File: config.mk
export PLATFORM = sky130hd
export DESIGN_NAME = ili9341_spi_responder
export DESIGN_NICKNAME = d
export VERILOG_FILES = /design/src/rtl/ili9341_spi_responder_pkg.sv /design/src/rtl/ili9341_spi_responder_spi_byte_receiver.sv /design/src/rtl/ili9341_spi_responder.sv
export SDC_FILE = /design/constraint.sdc
export NUM_CORES = 1
export LEC_CHECK = 0
export ABC_AREA = 1
export BUFFER_PORTS_ARGS = -buffer_cell sky130_fd_sc_hd__buf_2
export CORE_MARGIN = 2
export CORE_UTILIZATION = 25
export DETAILED_ROUTE_END_ITERATION = 10
export SLEW_MARGIN = 10
export SYNTH_ARGS = -nofsm -noshare
export SYNTH_HDL_FRONTEND = slang
export SYNTH_HIERARCHICAL = 1
export SYNTH_SLANG_ARGS = --single-unit
File: constraint.sdc
create_clock -name clk -period 5.4 [get_ports clk]
set_input_delay 0.54 -clock clk [delete_from_list [all_inputs] [get_ports clk]]
set_output_delay 0.54 -clock clk [all_outputs]
set_load 0.01 [all_outputs]
File: src/rtl/ili9341_spi_responder_pkg.sv
// Shared types for the ILI9341 display-link responder: register codes,
// pixel colour format and decoder state encoding.
package ili9341_spi_responder_pkg;

    // Command opcodes recognised by the decoder (other values pass through last_command)
    typedef enum logic [7:0] {
        NOP     = 8'h00,
        SWRESET = 8'h01,
        CASET   = 8'h2A,
        PASET   = 8'h2B,
        RAMWR   = 8'h2C
    } ILI9341_register_t;

    // RGB565 pixel, high byte arrives first on the wire
    typedef logic [15:0] ILI9341_color_t;

    // Decoder states
    typedef enum logic [1:0] {
        S_CMD   = 2'd0,
        S_PARAM = 2'd1,
        S_RAMWR = 2'd2
    } decoder_state_t;

endpackage

File: src/rtl/ili9341_spi_responder_spi_byte_receiver.sv
// Mode-0 SPI byte receiver: synchronises the raw SPI pins into the clk
// domain, detects sclk rising edges and assembles MSB-first bytes.
module spi_byte_receiver #(
    parameter int SYNC_STAGES = 2
) (
    input  logic       clk,
    input  logic       rst,
    input  logic       spi_csb,
    input  logic       spi_clk,
    input  logic       spi_mosi,
    input  logic       data_commandb,
    output logic       byte_valid,
    output logic [7:0] byte_data,
    output logic       byte_dc
);

    logic [SYNC_STAGES-1:0] csb_sync;
    logic [SYNC_STAGES-1:0] sclk_sync;
    logic [SYNC_STAGES-1:0] mosi_sync;
    logic [SYNC_STAGES-1:0] dc_sync;
    logic                   sclk_prev;
    logic [2:0]             bit_cnt;
    logic [6:0]             shift;

    logic csb_s;
    logic sclk_s;
    logic mosi_s;
    logic dc_s;
    logic sclk_rise;

    assign csb_s     = csb_sync[SYNC_STAGES-1];
    assign sclk_s    = sclk_sync[SYNC_STAGES-1];
    assign mosi_s    = mosi_sync[SYNC_STAGES-1];
    assign dc_s      = dc_sync[SYNC_STAGES-1];
    assign sclk_rise = sclk_s & ~sclk_prev;

    // Equal-depth synchronizer chains keep mosi/dc aligned with the sclk edge
    always_ff @(posedge clk or posedge rst) begin
        if (rst) begin
            csb_sync  <= '1;
            sclk_sync <= '0;
            mosi_sync <= '0;
            dc_sync   <= '0;
            sclk_prev <= 1'b0;
        end else begin
            csb_sync  <= {csb_sync[SYNC_STAGES-2:0], spi_csb};
            sclk_sync <= {sclk_sync[SYNC_STAGES-2:0], spi_clk};
            mosi_sync <= {mosi_sync[SYNC_STAGES-2:0], spi_mosi};
            dc_sync   <= {dc_sync[SYNC_STAGES-2:0], data_commandb};
            sclk_prev <= sclk_s;
        end
    end

    // Shift bits in while selected; deselect drops any partial byte
    always_ff @(posedge clk or posedge rst) begin
        if (rst) begin
            bit_cnt    <= 3'd0;
            shift      <= 7'd0;
            byte_valid <= 1'b0;
            byte_data  <= 8'd0;
            byte_dc    <= 1'b0;
        end else begin
            byte_valid <= 1'b0;
            if (csb_s) begin
                bit_cnt <= 3'd0;
            end else if (sclk_rise) begin
                if (bit_cnt == 3'd7) begin
                    byte_valid <= 1'b1;
                    byte_data  <= {shift, mosi_s};
                    byte_dc    <= dc_s;
                    bit_cnt    <= 3'd0;
                end else begin
                    shift   <= {shift[5:0], mosi_s};
                    bit_cnt <= bit_cnt + 3'd1;
                end
            end
        end
    end

endmodule

File: src/rtl/ili9341_spi_responder.sv
// ILI9341 panel-side model: decodes SWRESET/CASET/PASET/RAMWR and turns
// RAMWR payload into per-pixel strobes following the panel's window wrap.
module ili9341_spi_responder
    import ili9341_spi_responder_pkg::*;
#(
    parameter int DISPLAY_WIDTH  = 240,
    parameter int DISPLAY_HEIGHT = 320,
    parameter int SYNC_STAGES    = 2
) (
    input  logic                              clk,
    input  logic                              rst,
    input  logic                              spi_csb,
    input  logic                              spi_clk,
    input  logic                              spi_mosi,
    output logic                              spi_miso,
    input  logic                              data_commandb,
    output logic                              pixel_valid,
    output logic [$clog2(DISPLAY_WIDTH)-1:0]  pixel_x,
    output logic [$clog2(DISPLAY_HEIGHT)-1:0] pixel_y,
    output ILI9341_color_t                    pixel_color,
    output logic                              frame_done,
    output ILI9341_register_t                 last_command
);

    localparam int          XW         = $clog2(DISPLAY_WIDTH);
    localparam int          YW         = $clog2(DISPLAY_HEIGHT);
    localparam logic [15:0] COL_LIMIT  = 16'(DISPLAY_WIDTH);
    localparam logic [15:0] PAGE_LIMIT = 16'(DISPLAY_HEIGHT);
    localparam logic [15:0] COL_MAX    = 16'(DISPLAY_WIDTH - 1);
    localparam logic [15:0] PAGE_MAX   = 16'(DISPLAY_HEIGHT - 1);

    logic       byte_valid;
    logic [7:0] byte_data;
    logic       byte_dc;

    decoder_state_t state;
    logic [1:0]     param_idx;
    logic           param_is_page;
    logic [23:0]    param_buf;
    logic [15:0]    col_start, col_end, page_start, page_end;
    logic [XW-1:0]  cur_x;
    logic [YW-1:0]  cur_y;
    logic [7:0]     hi_byte;
    logic           hi_pending;

    logic [15:0] new_start, new_end, limit;
    logic        window_ok, at_col_end, at_page_end;

    assign spi_miso    = 1'b0;
    assign new_start   = param_buf[23:8];
    assign new_end     = {param_buf[7:0], byte_data};
    assign limit       = param_is_page ? PAGE_LIMIT : COL_LIMIT;
    assign window_ok   = (new_start <= new_end) && (new_end < limit);
    assign at_col_end  = (16'(cur_x) == col_end);
    assign at_page_end = (16'(cur_y) == page_end);

    spi_byte_receiver #(.SYNC_STAGES(SYNC_STAGES)) u_rx (
        .clk           (clk),
        .rst           (rst),
        .spi_csb       (spi_csb),
        .spi_clk       (spi_clk),
        .spi_mosi      (spi_mosi),
        .data_commandb (data_commandb),
        .byte_valid    (byte_valid),
        .byte_data     (byte_data),
        .byte_dc       (byte_dc)
    );

    // Command/parameter decoder, window registers, cursor and pixel strobes
    always_ff @(posedge clk or posedge rst) begin
        if (rst) begin
            state         <= S_CMD;
            param_idx     <= 2'd0;
            param_is_page <= 1'b0;
            param_buf     <= 24'd0;
            col_start     <= 16'd0;
            col_end       <= COL_MAX;
            page_start    <= 16'd0;
            page_end      <= PAGE_MAX;
            cur_x         <= '0;
            cur_y         <= '0;
            hi_byte       <= 8'd0;
            hi_pending    <= 1'b0;
            pixel_valid   <= 1'b0;
            pixel_x       <= '0;
            pixel_y       <= '0;
            pixel_color   <= '0;
            frame_done    <= 1'b0;
            last_command  <= NOP;
        end else begin
            pixel_valid <= 1'b0;
            frame_done  <= 1'b0;
            if (byte_valid) begin
                if (!byte_dc) begin
                    last_command <= ILI9341_register_t'(byte_data);
                    hi_pending   <= 1'b0;
                    case (byte_data)
                        CASET, PASET: begin
                            state         <= S_PARAM;
                            param_idx     <= 2'd0;
                            param_is_page <= (byte_data == PASET);
                        end
                        RAMWR: begin
                            cur_x <= col_start[XW-1:0];
                            cur_y <= page_start[YW-1:0];
                            state <= S_RAMWR;
                        end
                        SWRESET: begin
                            col_start  <= 16'd0;
                            col_end    <= COL_MAX;
                            page_start <= 16'd0;
                            page_end   <= PAGE_MAX;
                            cur_x      <= '0;
                            cur_y      <= '0;
                            state      <= S_CMD;
                        end
                        default: state <= S_CMD;
                    endcase
                end else begin
                    case (state)
                        S_PARAM: begin
                            param_buf <= {param_buf[15:0], byte_data};
                            param_idx <= param_idx + 2'd1;
                            if (param_idx == 2'd3) begin
                                if (window_ok) begin
                                    if (param_is_page) begin
                                        page_start <= new_start;
                                        page_end   <= new_end;
                                    end else begin
                                        col_start <= new_start;
                                        col_end   <= new_end;
                                    end
                                end
                                state <= S_CMD;
                            end
                        end
                        S_RAMWR: begin
                            if (!hi_pending) begin
                                hi_byte    <= byte_data;
                                hi_pending <= 1'b1;
                            end else begin
                                hi_pending  <= 1'b0;
                                pixel_valid <= 1'b1;
                                pixel_x     <= cur_x;
                                pixel_y     <= cur_y;
                                pixel_color <= {hi_byte, byte_data};
                                frame_done  <= at_col_end && at_page_end;
                                if (at_col_end) begin
                                    cur_x <= col_start[XW-1:0];
                                    cur_y <= at_page_end ? page_start[YW-1:0] : cur_y + 1'b1;
                                end else begin
                                    cur_x <= cur_x + 1'b1;
                                end
                            end
                        end
                        default: ;
                    endcase
                end
            end
        end
    end

endmodule

; Yosys cells after proc, flatten, opt, wreduce, memory -nomap -nowiden
; Cells that the tools add are included.
[classes]
n_addsub = 4
n_eq_ne = 18
n_lt_le_gt_ge = 2
muxes = 59
bitwise = 6
reduce_logical = 21
[op_table]
columns = op, count
row1 = $mux W16, 12
row2 = $mux W9, 12
row3 = $mux W8, 9
row4 = $eq A8 B6 Y1 const B, 3
row5 = $pmux W9 S2, 1
row6 = $reduce_and A3 Y1, 6
row7 = $eq A8 B16 Y1, 1
row8 = $eq A9 B16 Y1, 1
row9 = $le A16 B16 Y1, 1
row10 = $lt A16 B9 Y1, 1
row11 = $ne A2 B2 Y1 const B, 8
row12 = $pmux W8 S2, 1
row13 = $mux W1, 14
row14 = $mux W2, 6
row15 = $reduce_and A4 Y1, 3
row16 = $reduce_and A6 Y1, 2
row17 = $add A9 B1 Y9 const B, 1
row18 = $mux W3, 3
row19 = $add A8 B1 Y8 const B, 1
row20 = $eq A8 B1 Y1 const B, 1
row21 = $reduce_bool A2 Y1, 3
row22 = $not A1 Y1, 5
row23 = $reduce_and A5 Y1, 1
row24 = $eq A2 B2 Y1 const B, 2
row25 = other kinds (10), 12
[totals]
output_inout_bits = 44
reg_bits = 176
inputBits = 6
wordCells = 138

; Logic depth before layout (Yosys ltp)
; Gate-level depths: netlist of run 1.
[logic_depth]
ltp_word = 7
ltp_mapped = 18
ltp_nobuf = 17

; Hierarchy
; The synthesis of run 1 kept the hierarchy.
[by_module_without_submodules]
columns = mod, instances, area_per_inst_um2, cells_each, seq_area_each_um2
row1 = ili9341_spi_responder, 1, 7255.7, 859, 3696.0
row2 = spi_byte_receiver, 1, 1101.1, 101, 728.2

; Worst setup path before layout of run 1
; Ideal clock, no wire load.
[synth_timing]
path_kind = flip-flop to flip-flop
startpoint = reg u_rx.byte_data[7]
endpoint = reg col_start[6]
slack_ps = 3527
path_buffers = 2
synth_period_minus_slack_ps = 1873
stages_incl_launch_ff = 16
arrival_ps = 1756
setup_time_ps = 117
required_time_ps = 5283
path_cell_list = dfrtp_1 inv_1 ha_1 nand2_1 nor2_1 nand2_1 nand2_1 nand2_1 nand2_1 nand2_1 nand2_1 nand2_2 buf_4 buf_4 nand3_1 nand2_1
[synth_via]
elab_chain_len = 4
word_cells_on_any_way = 7
classes_between = order compare: 2 / eq/ne: 2 / reduce/logical: 3
[synth_rtl]
columns = item, line
row1 = start: declaration, ili9341_spi_responder_spi_byte_receiver.sv:13  ; output logic [7:0] byte_data,
row2 = start signal: assignment, ili9341_spi_responder_spi_byte_receiver.sv:69  ; byte_data <= {shift, mosi_s};
row3 = $le A16 B16 Y1 or $lt A16 B9 Y1 (tied branches), ili9341_spi_responder.sv:53  ; assign window_ok = (new_start <= new_end) && (new_end < limit);
row4 = $logic_and A1 B1 Y1, ili9341_spi_responder.sv:53
row5 = $ne A2 B2 Y1 (no source line), -
row6 = $reduce_and A6 Y1 (no source line) (*), -
row7 = end signal: assignment, ili9341_spi_responder.sv:130  ; col_start <= new_start;
row8 = end: declaration, ili9341_spi_responder.sv:40  ; logic [15:0] col_start, col_end, page_start, page_end;
; Every way passes the cells marked *; elsewhere a longest branch is shown, timed or not.
; A chain may end at the register's enable or synchronous reset.

; Final worst setup path of run 1
[layout_timing]
startpoint = reg u_rx.byte_data[1]
endpoint = reg col_start[0]
; Same word-level chain as after synthesis.

==> metrics, run 1 <==
count leader, synth nand2_1; setup slack, reg-to-reg 2.39 ns; fraction of layout instances using a drive strength above 1 0.143; fin worst setup slack 2.39 ns; Max Fclk 332 MHz; final slew viol count 0; Period Utilization, post-route 0.558; area of the die approximately 35000 µm²; grt ovf 0; Lkg Pwr 4.88 nW; Hold Crit Depth 1; GR Util All Layers 0.112; Worst path slowest cell nand2_2; drc violations 0; antenna cell count 0; Std-Cell Rows 66; vias in the first global route 5956; Post-CTS Hold Fix Bufs 0; Final Skew 0.0121 ns; # nets final 1020; die width between 150 and 200 µm; antenna viol nets, final 0; clock-pin slew on the worst setup and hold paths around 0.07 ns; Vert. Die Dim 187 µm; worst IR drop on VDD 0.217 mV; CTS Sinks 176; Largest stage delay, worst path 0.67 ns; power per cell area 279 nW/µm²; WL/cell 13.3 µm; Post-CTS Setup Inserts 0; deepest level of the CTS H-tree 4; Final Hold Fails 0; Mapped Nets 990; EDFF count, synth 0; register bit total from synthesis 176; setup slack at placement around 2.4 ns; fill count 3501; CP Capture Type flip-flop; initial antenna violation count 0; Worst Setup SP u_rx/byte_data[1]$_DFFE_PP0P_; post-CTS sizing 0; Post-DP Area 8920 µm²; IO Count 50; Area contributors post-synth dfrtp_1, nand2_1, dfstp_2, nand3_1, ha_1; worst slew margin relative to its limit 0.286; DR pass1 iterations 5; TritonCTS clock tree yes; Detailed Route WL 19200 µm; WS Path Type flip-flop to flip-flop; HPWL Detailed 12900 µm; drt first-iter violations ~430; pin count of the biggest net entering global routing 106; Post-Syn Instances 960; min-delay worst type primary input to flip-flop; RePlAce Congestion roughly 0.8; Worst-Skew Late Latency 0.43 ns; status finished, final reports clean; CP Data Arrival Time roughly 3.3 ns; Initial Utilization 0.256; area delta synth->final 14.0%; Critical Path Source Type flip-flop; Port-buffer cells 48; # Max-Cap Violations 0; Async S/R FF share, synth 1.00; CP required roughly 5.7 ns; Syn Area/Cell 8.70 µm²; Synth area leader dfrtp_1; Worst Reg2Reg Path Length in Cells 16; Synthesis Warnings 6; post-synthesis sequential area ratio 0.529; Primary FF master, synth dfrtp_1; Synth top area share 0.479; CP dominant cell by count nand2_1; vias per inst around 4.4; total CTS buffers 17; CTS Root Cell clkbuf_16; HP Start spi_csb; Setup Viol. Count Final 0; Commonest cells post-synth nand2_1, dfrtp_1, nand3_1; cell chain of the critical path inv_1 > ha_1 > nand2_1 > nand2_1 > nand2_1 > nand2_1 > nand2_1 > nand2_1 > nand2_1 > nand2_1 > nand2_1 > nand2_1 > nand2_2 > nand2_2 > nand2_1 > nand2_1; setup_tns 0 ns; cell area after layout 9520 µm²; worst-path maximum fanout 51; worst r2r src u_rx/byte_data[1]$_DFFE_PP0P_; first-pass GRT wire length ~32000 µm; Worst Hold Endpoint u_rx/csb_sync[0]$_DFF_PP1_; Clock Tree Buf Depth 2; Placeable Area between 30000 and 40000 µm²; RR Endpoint col_start[0]$_DFFE_PP0P_; Mapped Area 8360 µm²; Tightest Pin Transition 1.07 ns; Tmin final 3.01 ns; via count between 6000 and 7000; RSZ-0062 raised after global routing false; synth unique cells 38
[worst max-delay path: cells and delay by family, from the launching register on]
family / cells / cell delay, ns
AND/OR/NAND/NOR: 14 / 1.85
flip-flops: 1 / 0.40
adder cells (fa/ha/maj): 1 / 0.32
buffers and inverters: 1 / 0.31
[report_power, final]
group / total, mW / leakage, nW / internal (mW) / switching [mW]
Clock: 1.27 / 0.295 / 0.743 / 0.523
Sequential: 1.35 / 2.38 / 1.33 / 0.0120
Combinational: 0.0472 / 2.21 / 0.00881 / 0.0383
[per-layer routing]
layer | vias up | GRT usage | share of wire
met2 | 138 | 0.170 | 0.45
met4 | 0 | 0.0342 | 0.013
li1 | 3134 | - | -
met5 | - | 0 | 0
met1 | 3008 | 0.159 | 0.49
met3 | 17 | 0.0261 | 0.043
[registers in the layout, indices dropped and copies added (netlist names), 3 cells and up]
name	flops
cur_x	8
col_end	16
cur_y	9
u_rx/shift	7
u_rx/bit_cnt	3
u_rx/byte_data	8
pixel_x	8
last_command	8
col_start	8
pixel_color	16
hi_byte	8
page_end	16
param_buf	24
pixel_y	9
page_start	9
[layout make-up]
| class | instances | area (µm²) | share of cell area |
|---|---|---|---|
| flip-flops and latches | 176 | 4420 | 0.465 |
| multi-input cells | 666 | 3370 | 0.354 |
| well taps | 442 | 553 | 0.0581 |
| clock buffers | 20 | 447 | 0.0469 |
| inverters | 77 | 298 | 0.0313 |
| repair buffers | 52 | 270 | 0.0284 |
| clock inverters | 12 | 156 | 0.0164 |
[worst max-delay path by stage]
stage,end,slack (ns),cells after the start
after floorplan,col_end[10]$_DFFE_PP0P_,0.93,1
after global placement,col_start[0]$_DFFE_PP0P_,2.54,11
after detailed placement,col_start[0]$_DFFE_PP0P_,2.45,13
after CTS,col_start[0]$_DFFE_PP0P_,2.43,16
after global routing,col_start[0]$_DFFE_PP0P_,2.09,11
final,col_start[0]$_DFFE_PP0P_,2.39,16
[logic make-up after synthesis]
group | share of synthesized area
XOR/XNOR | 0.0272
flip-flops | 0.529
AO/OA/AOI/OAI | 0.0726
buffers and inverters | 0.0674
adder cells (fa/ha/maj) | 0.0359
multiplexers | 0.00943
other | 0.000449
AND/OR/NAND/NOR | 0.258
[cells in the final DEF, fill, tap and decap left out, types with 6 or more instances in the layout]
master / n
ha_1: 24
or2_2: 7
xnor2_1: 10
nor2_2: 6
a21oi_1: 40
a21boi_0: 6
o21ai_0: 60
buf_2: 48
nor2_1: 59
nand2_1: 301
mux2_2: 7
nand4_1: 17
nand3b_1: 6
xor2_1: 16
inv_1: 70
clkbuf_16: 17
nand3_1: 75
dfstp_2: 16
dfrtp_1: 160
nand2_2: 9
nor3_1: 9
[through the flow]
step / cells / power [mW] / hold slack (ns) / util
floorplan: 960 / 1.41 / 0.331 / -
global placement: 1413 / 1.42 / 0.334 / 0.273
detailed placement: 1413 / 1.42 / 0.335 / 0.273
CTS: 1445 / 2.69 / 0.184 / 0.291
global route: 1445 / 2.76 / 0.178 / 0.291
finish: 1445 / 2.66 / 0.202 / 0.291
(Power assumes the default switching activity.)
==> run 2: changes to the inputs <==
--- a/config.mk
+++ b/config.mk
@@ -5,7 +5,7 @@
 export SDC_FILE = /design/constraint.sdc
 export NUM_CORES = 1
 export LEC_CHECK = 0
-export ABC_AREA = 1
+export ABC_AREA = 0
 export BUFFER_PORTS_ARGS = -buffer_cell sky130_fd_sc_hd__buf_2
 export CORE_MARGIN = 2
 export CORE_UTILIZATION = 25
==> constraint.sdc (replaced) <==
create_clock -name clk -period 3.1 [get_ports clk]
set_input_delay 0.31 -clock clk [delete_from_list [all_inputs] [get_ports clk]]
set_output_delay 0.31 -clock clk [all_outputs]
set_load 0.01 [all_outputs]
==> metrics, run 2 <==
Clock Tree Buf Depth 2; Syn Area/Cell approximately 12 µm²; setup_tns 0 ns; die width 183 µm; deepest level of the CTS H-tree 4; worst-path maximum fanout 17; Std-Cell Rows 65; worst slew margin relative to its limit 0.334; RSZ-0062 raised after global routing false; TritonCTS clock tree yes; WL/cell ~15 µm; IO Count 50; most common cell after layout, fill and taps aside dfrtp_1; Detailed Route WL 17500 µm; most frequent cells in the layout dfrtp_1, nand2_1, mux2_2, buf_2, o21ai_0; pin count of the biggest net entering global routing about 100; DR pass1 iterations 4; vias in the first global route 5351; Synth area leader dfrtp_1; post-synthesis sequential area ratio 0.555; Worst path slowest cell nor4b_2; first-pass GRT wire length 29300 µm; antenna viol nets, final 0; Mapped Nets 705; Setup Viol. Count Final 0; Mapped Area 7970 µm²; drc violations 0; Synth top area share 0.502; CP Data Arrival Time 3.06 ns; Primary FF master, synth dfrtp_1; Worst-Skew Late Latency ~0.44 ns; number of flip-flops under the largest register name 24; Async S/R FF share, synth 1.00; Max Fclk 369 MHz; min-delay worst type primary input to async pin; drt first-iter violations 338; CP Capture Type flip-flop; count leader, synth dfrtp_1; status complete, but fails checks; CP required 3.46 ns; Tot Pwr 4.77 mW; CP delay by family, top simple AND/OR/NAND/NOR gates; CTS Root Cell clkbuf_16; HPWL Detailed 12600 µm; antenna cell count 0; CTS Sinks around 180; Lkg Pwr between 4 and 5 nW; post-CTS sizing 0; Tightest Pin Transition 0.993 ns; power per cell area 501 nW/µm²; Commonest cells post-synth dfrtp_1, nand2_1, mux2_2; area delta synth->final 19.3%; Final Hold Fails 7; Largest stage delay, worst path 0.46 ns; fin worst setup slack 0.393 ns; Area contributors post-synth dfrtp_1, mux2_2, dfstp_2, nand2_1, ha_1; Placeable Area 31500 µm²; EDFF count, synth 0; Period Utilization, post-route 0.873; Tmin final 2.71 ns; clock-pin slew on the worst setup and hold paths 0.08 ns; initial antenna violation count 0; CP dominant cell by count buf_4; GR Util All Layers 0.112; cell chain of the critical path buf_4 > ha_1 > o21a_1 > o2111ai_1 > nand4_1 > nor4b_2 > a221o_1 > buf_4 > buf_4 > mux2i_1; Final Skew 0.0159 ns; final slew viol count 0; Worst Hold Margin -0.00680 ns; synth unique cells 59; # Max-Cap Violations 0; Critical Path Source Type flip-flop; via count a little over 5000; area of the die ~33000 µm²; # nets final 779; Vert. Die Dim between 150 and 200 µm; grt ovf 0; vias per inst between 4 and 5; worst IR drop on VDD 0.350 mV; Post-Syn Instances 675; Initial Utilization 0.253; failing checks hold timing; Synthesis Warnings 6; setup slack at placement around 0.069 ns; RePlAce Congestion 0.798; WS Path Type flip-flop to flip-flop; worst path bufs/invs 3; register bit total from synthesis around 180; total CTS buffers 17; fraction of layout instances using a drive strength above 1 0.289; Port-buffer cells 48; largest reg by FF count param_buf
-- run 2: kinds of logic after synthesis --
| family | Yosys count | synth area share |
|---|---|---|
| compound gates | 99 | 0.0834 |
| xor+xnor | 24 | 0.0264 |
| fa+ha+maj | 24 | 0.0377 |
| buf+inv | 69 | 0.0397 |
| flops | 176 | 0.555 |
| mux | 96 | 0.139 |
| other cells | 1 | 0.000471 |
| simple gates | 186 | 0.118 |
-- run 2: power by group --
group / switching (mW) / total [mW] / leakage, nW / internal [mW]
logic: 0.0592 / 0.101 / 1.94 / 0.0416
clock network: 1.05 / 2.29 / 0.310 / 1.25
registers: 0.0311 / 2.37 / 2.37 / 2.34
total: 1.14 / 4.77 / 4.62 / 3.63
-- run 2: worst reg2reg max path, cell delays in order (launching register included) --
cell and delay, ns:
dfrtp_1 0.38, buf_4 0.16, ha_1 0.29, o21a_1 0.10, o2111ai_1 0.19, nand4_1 0.17, nor4b_2 0.46, a221o_1 0.22
buf_4 0.25, buf_4 0.21, mux2i_1 0.20
-- run 2: per-stage QoR --
| step | util | hold slack [ns] | instances | area [µm²] |
|---|---|---|---|---|
| detailed placement | 0.279 | 0.336 | 1123 | 8780 |
| CTS | 0.301 | 0.0661 | 1159 | 9460 |
| finish | 0.302 | -0.00680 | 1164 | 9510 |
| floorplan | - | 0.314 | 675 | 7970 |
| global placement | 0.279 | 0.333 | 1123 | 8780 |
| global route | 0.302 | 0.0608 | 1164 | 9510 |
-- run 2: worst paths after layout --
check	from	endpoint	slack, ns	cells after the start
max in group asynchronous	rst	page_start[4]$_DFFE_PP0P_	2.60	3
hold reg to reg	u_rx/sclk_sync[0]$_DFF_PP0_	u_rx/sclk_sync[1]$_DFF_PP0_	0.35	0
min in group clk	u_rx/sclk_sync[0]$_DFF_PP0_	u_rx/sclk_sync[1]$_DFF_PP0_	0.35	0
setup / recovery	u_rx/byte_data[5]$_DFFE_PP0P_	col_end[4]$_DFFE_PP0P_	0.39	10
setup reg to reg	u_rx/byte_data[5]$_DFFE_PP0P_	col_end[4]$_DFFE_PP0P_	0.39	10
hold / removal	rst	u_rx/sclk_sync[0]$_DFF_PP0_	-0.007	2
-- run 2: final cells by class --
class                           count  area (µm²)
Fill cell                        3193       22000
Sequential cell                   176        4420
Multi-Input combinational cell    430        3240
Timing Repair Buffer               85         553
Tap cell                          402         503
Clock buffer                       17         425
Clock inverter                     15         213
Inverter                           39         150
-- run 2: metal layers --
metal  track usage  share of wire  vias up
met4        0.0287          0.011        0
li1              -              -     2479
met1         0.159           0.50     2580
met3        0.0325          0.046       19
met5             0              0        -
met2         0.167           0.44       92
-- run 2: repair_timing --
action,4_1_cts,5_1_grt
hold buffers,4,0
setup endpoints to repair,0,16
endpoints found under the hold margin,4,0
buffers inserted,0,5
==> run 3: changes to the inputs <==
--- a/config.mk
+++ b/config.mk
@@ -5,7 +5,7 @@
 export SDC_FILE = /design/constraint.sdc
 export NUM_CORES = 1
 export LEC_CHECK = 0
-export ABC_AREA = 0
+export ABC_AREA = 1
 export BUFFER_PORTS_ARGS = -buffer_cell sky130_fd_sc_hd__buf_2
 export CORE_MARGIN = 2
 export CORE_UTILIZATION = 25
==> metrics, run 3 (synthesized netlist as in run 1, its figures left out) <==
WS Path Type flip-flop to flip-flop; Post-CTS Setup Inserts 0; Tmin final 2.42 ns; area of the die about 35000 µm²; Setup Viol. Count Final 0; power per cell area 457 nW/µm²; min-delay worst type flip-flop to flip-flop; worst path bufs/invs 2; area delta synth->final 14.5%; Placeable Area 32700 µm²; antenna viol nets, final 0; CP Data Arrival Time between 2 and 3 ns; clock-pin slew on the worst setup and hold paths 0.07 ns; worst IR drop on VDD 0.408 mV; most common cell after layout, fill and taps aside nand2_1; setup slack at placement 0.695 ns; die width 187 µm; antenna cell count 0; deepest level of the CTS H-tree 4; Clock Tree Buf Depth 2; largest reg by FF count param_buf; Lkg Pwr 4.90 nW; HP Start u_rx/sclk_sync[0]$_DFF_PP0_; initial antenna violation count 0; Vert. Die Dim 187 µm; Std-Cell Rows 66; Final Hold Fails 0; RR Endpoint page_end[0]$_DFFE_PP1P_; Max Fclk 413 MHz; grt ovf 0; Register Area 4420 µm²; fraction of layout instances using a drive strength above 1 0.147; RSZ-0062 raised after global routing false; via count 6331; drc violations 0; CP delay by family, top simple AND/OR/NAND/NOR gates; Worst Hold Endpoint u_rx/sclk_sync[1]$_DFF_PP0_; TritonCTS clock tree yes; drt first-iter violations 438; first-pass GRT wire length 32000 µm; WL/cell 13.1 µm; fill count 3526; Worst path slowest cell dfrtp_1; GR Util All Layers 0.113; vias per inst 4.35; DR pass1 iterations 5; Worst-Skew Late Latency 0.44 ns; vias in the first global route 6043; worst-path maximum fanout 22; HPWL Detailed between 10000 and 15000 µm; CTS Root Cell clkbuf_16; multi-input logic area 3370 µm²; Port-buffer cells between 40 and 50; CP Capture Type flip-flop; RePlAce Congestion 0.801; placed cell count 1421; CP dominant cell by count nand2_1; IO Count 50; setup_tns 0 ns; Period Utilization, post-route 0.780; Largest stage delay, worst path 0.44 ns; Hold Crit Depth 0; CP required 3.48 ns; Util after Layout 0.293; Worst Reg2Reg Path Length in Cells 13; Tightest Pin Transition roughly 1.0 ns; cell chain of the critical path inv_1 > ha_1 > a21o_1 > nor2_1 > nand2_1 > nand2_1 > nand2_1 > nand2_1 > nand2_1 > nand2_2 > buf_4 > nand3_1 > nand2_1; status finished, final reports clean; Critical Path Source Type flip-flop; fin worst setup slack 0.681 ns; Final Skew around 0.017 ns; pin count of the biggest net entering global routing 54; CTS Sinks 176; worst slew margin relative to its limit 0.317; # nets final 1033; setup slack, reg-to-reg 0.68 ns; post-route insts no fill 1456; total CTS buffers 17; final slew viol count 0; Detailed Route WL 19100 µm; # Max-Cap Violations 0; Initial Utilization 0.256; most frequent cells in the layout nand2_1, dfrtp_1, nand3_1, inv_1, o21ai_0; worst r2r src u_rx/byte_data[7]$_DFFE_PP0P_; number of flip-flops under the largest register name 24
[run 3: area by class of cell]
cell class / instances / area share
Sequential cell: 176 / 0.462
Multi-Input combinational cell: 666 / 0.353
Tap cell: 442 / 0.0578
Clock buffer: 20 / 0.0467
Timing Repair Buffer: 65 / 0.0424
Inverter: 77 / 0.0310
Clock inverter: 10 / 0.00719
[run 3: through the flow]
step / area, µm² / hold WS [ns] / power [mW]
after floorplan: 8360 / 0.314 / 2.45
after global placement: 9000 / 0.333 / 2.48
after detailed placement: 9000 / 0.340 / 2.48
after CTS: 9570 / 0.355 / 4.43
after global routing: 9570 / 0.363 / 4.54
final: 9570 / 0.353 / 4.38
[run 3: layer usage]
| metal | up-vias | global-route usage | routed length (µm) |
|---|---|---|---|
| met4 | 0 | 0.0330 | 227 |
| met2 | 96 | 0.173 | 8720 |
| li1 | 3156 | - | - |
| met5 | - | 0 | 0 |
| met1 | 3066 | 0.159 | 9620 |
| met3 | 13 | 0.0244 | 568 |
[run 3: where the power goes]
group	switching, mW	internal (mW)
combinational	0.0696	0.0245
sequential	0.0208	2.33
clock	0.903	1.03
total	0.994	3.38
[run 3: timing repair]
action / in CTS / in global routing
endpoints found under the hold margin: 6 / 0
gates resized for setup: 0 / 0
hold buffers: 5 / 0
setup endpoints to repair: 0 / 0
[run 3: worst max-delay path by stage]
stage / from / cells past startpoint / endpoint
floorplan: rst / 1 / col_end[10]$_DFFE_PP0P_
global placement: u_rx/byte_data[3]$_DFFE_PP0P_ / 16 / col_end[4]$_DFFE_PP0P_
detailed placement: u_rx/byte_data[3]$_DFFE_PP0P_ / 15 / page_end[11]$_DFFE_PP0P_
CTS: u_rx/byte_data[3]$_DFFE_PP0P_ / 16 / page_end[0]$_DFFE_PP1P_
global route: u_rx/byte_data[3]$_DFFE_PP0P_ / 16 / col_start[3]$_DFFE_PP0P_
finish: u_rx/byte_data[7]$_DFFE_PP0P_ / 13 / page_end[0]$_DFFE_PP1P_
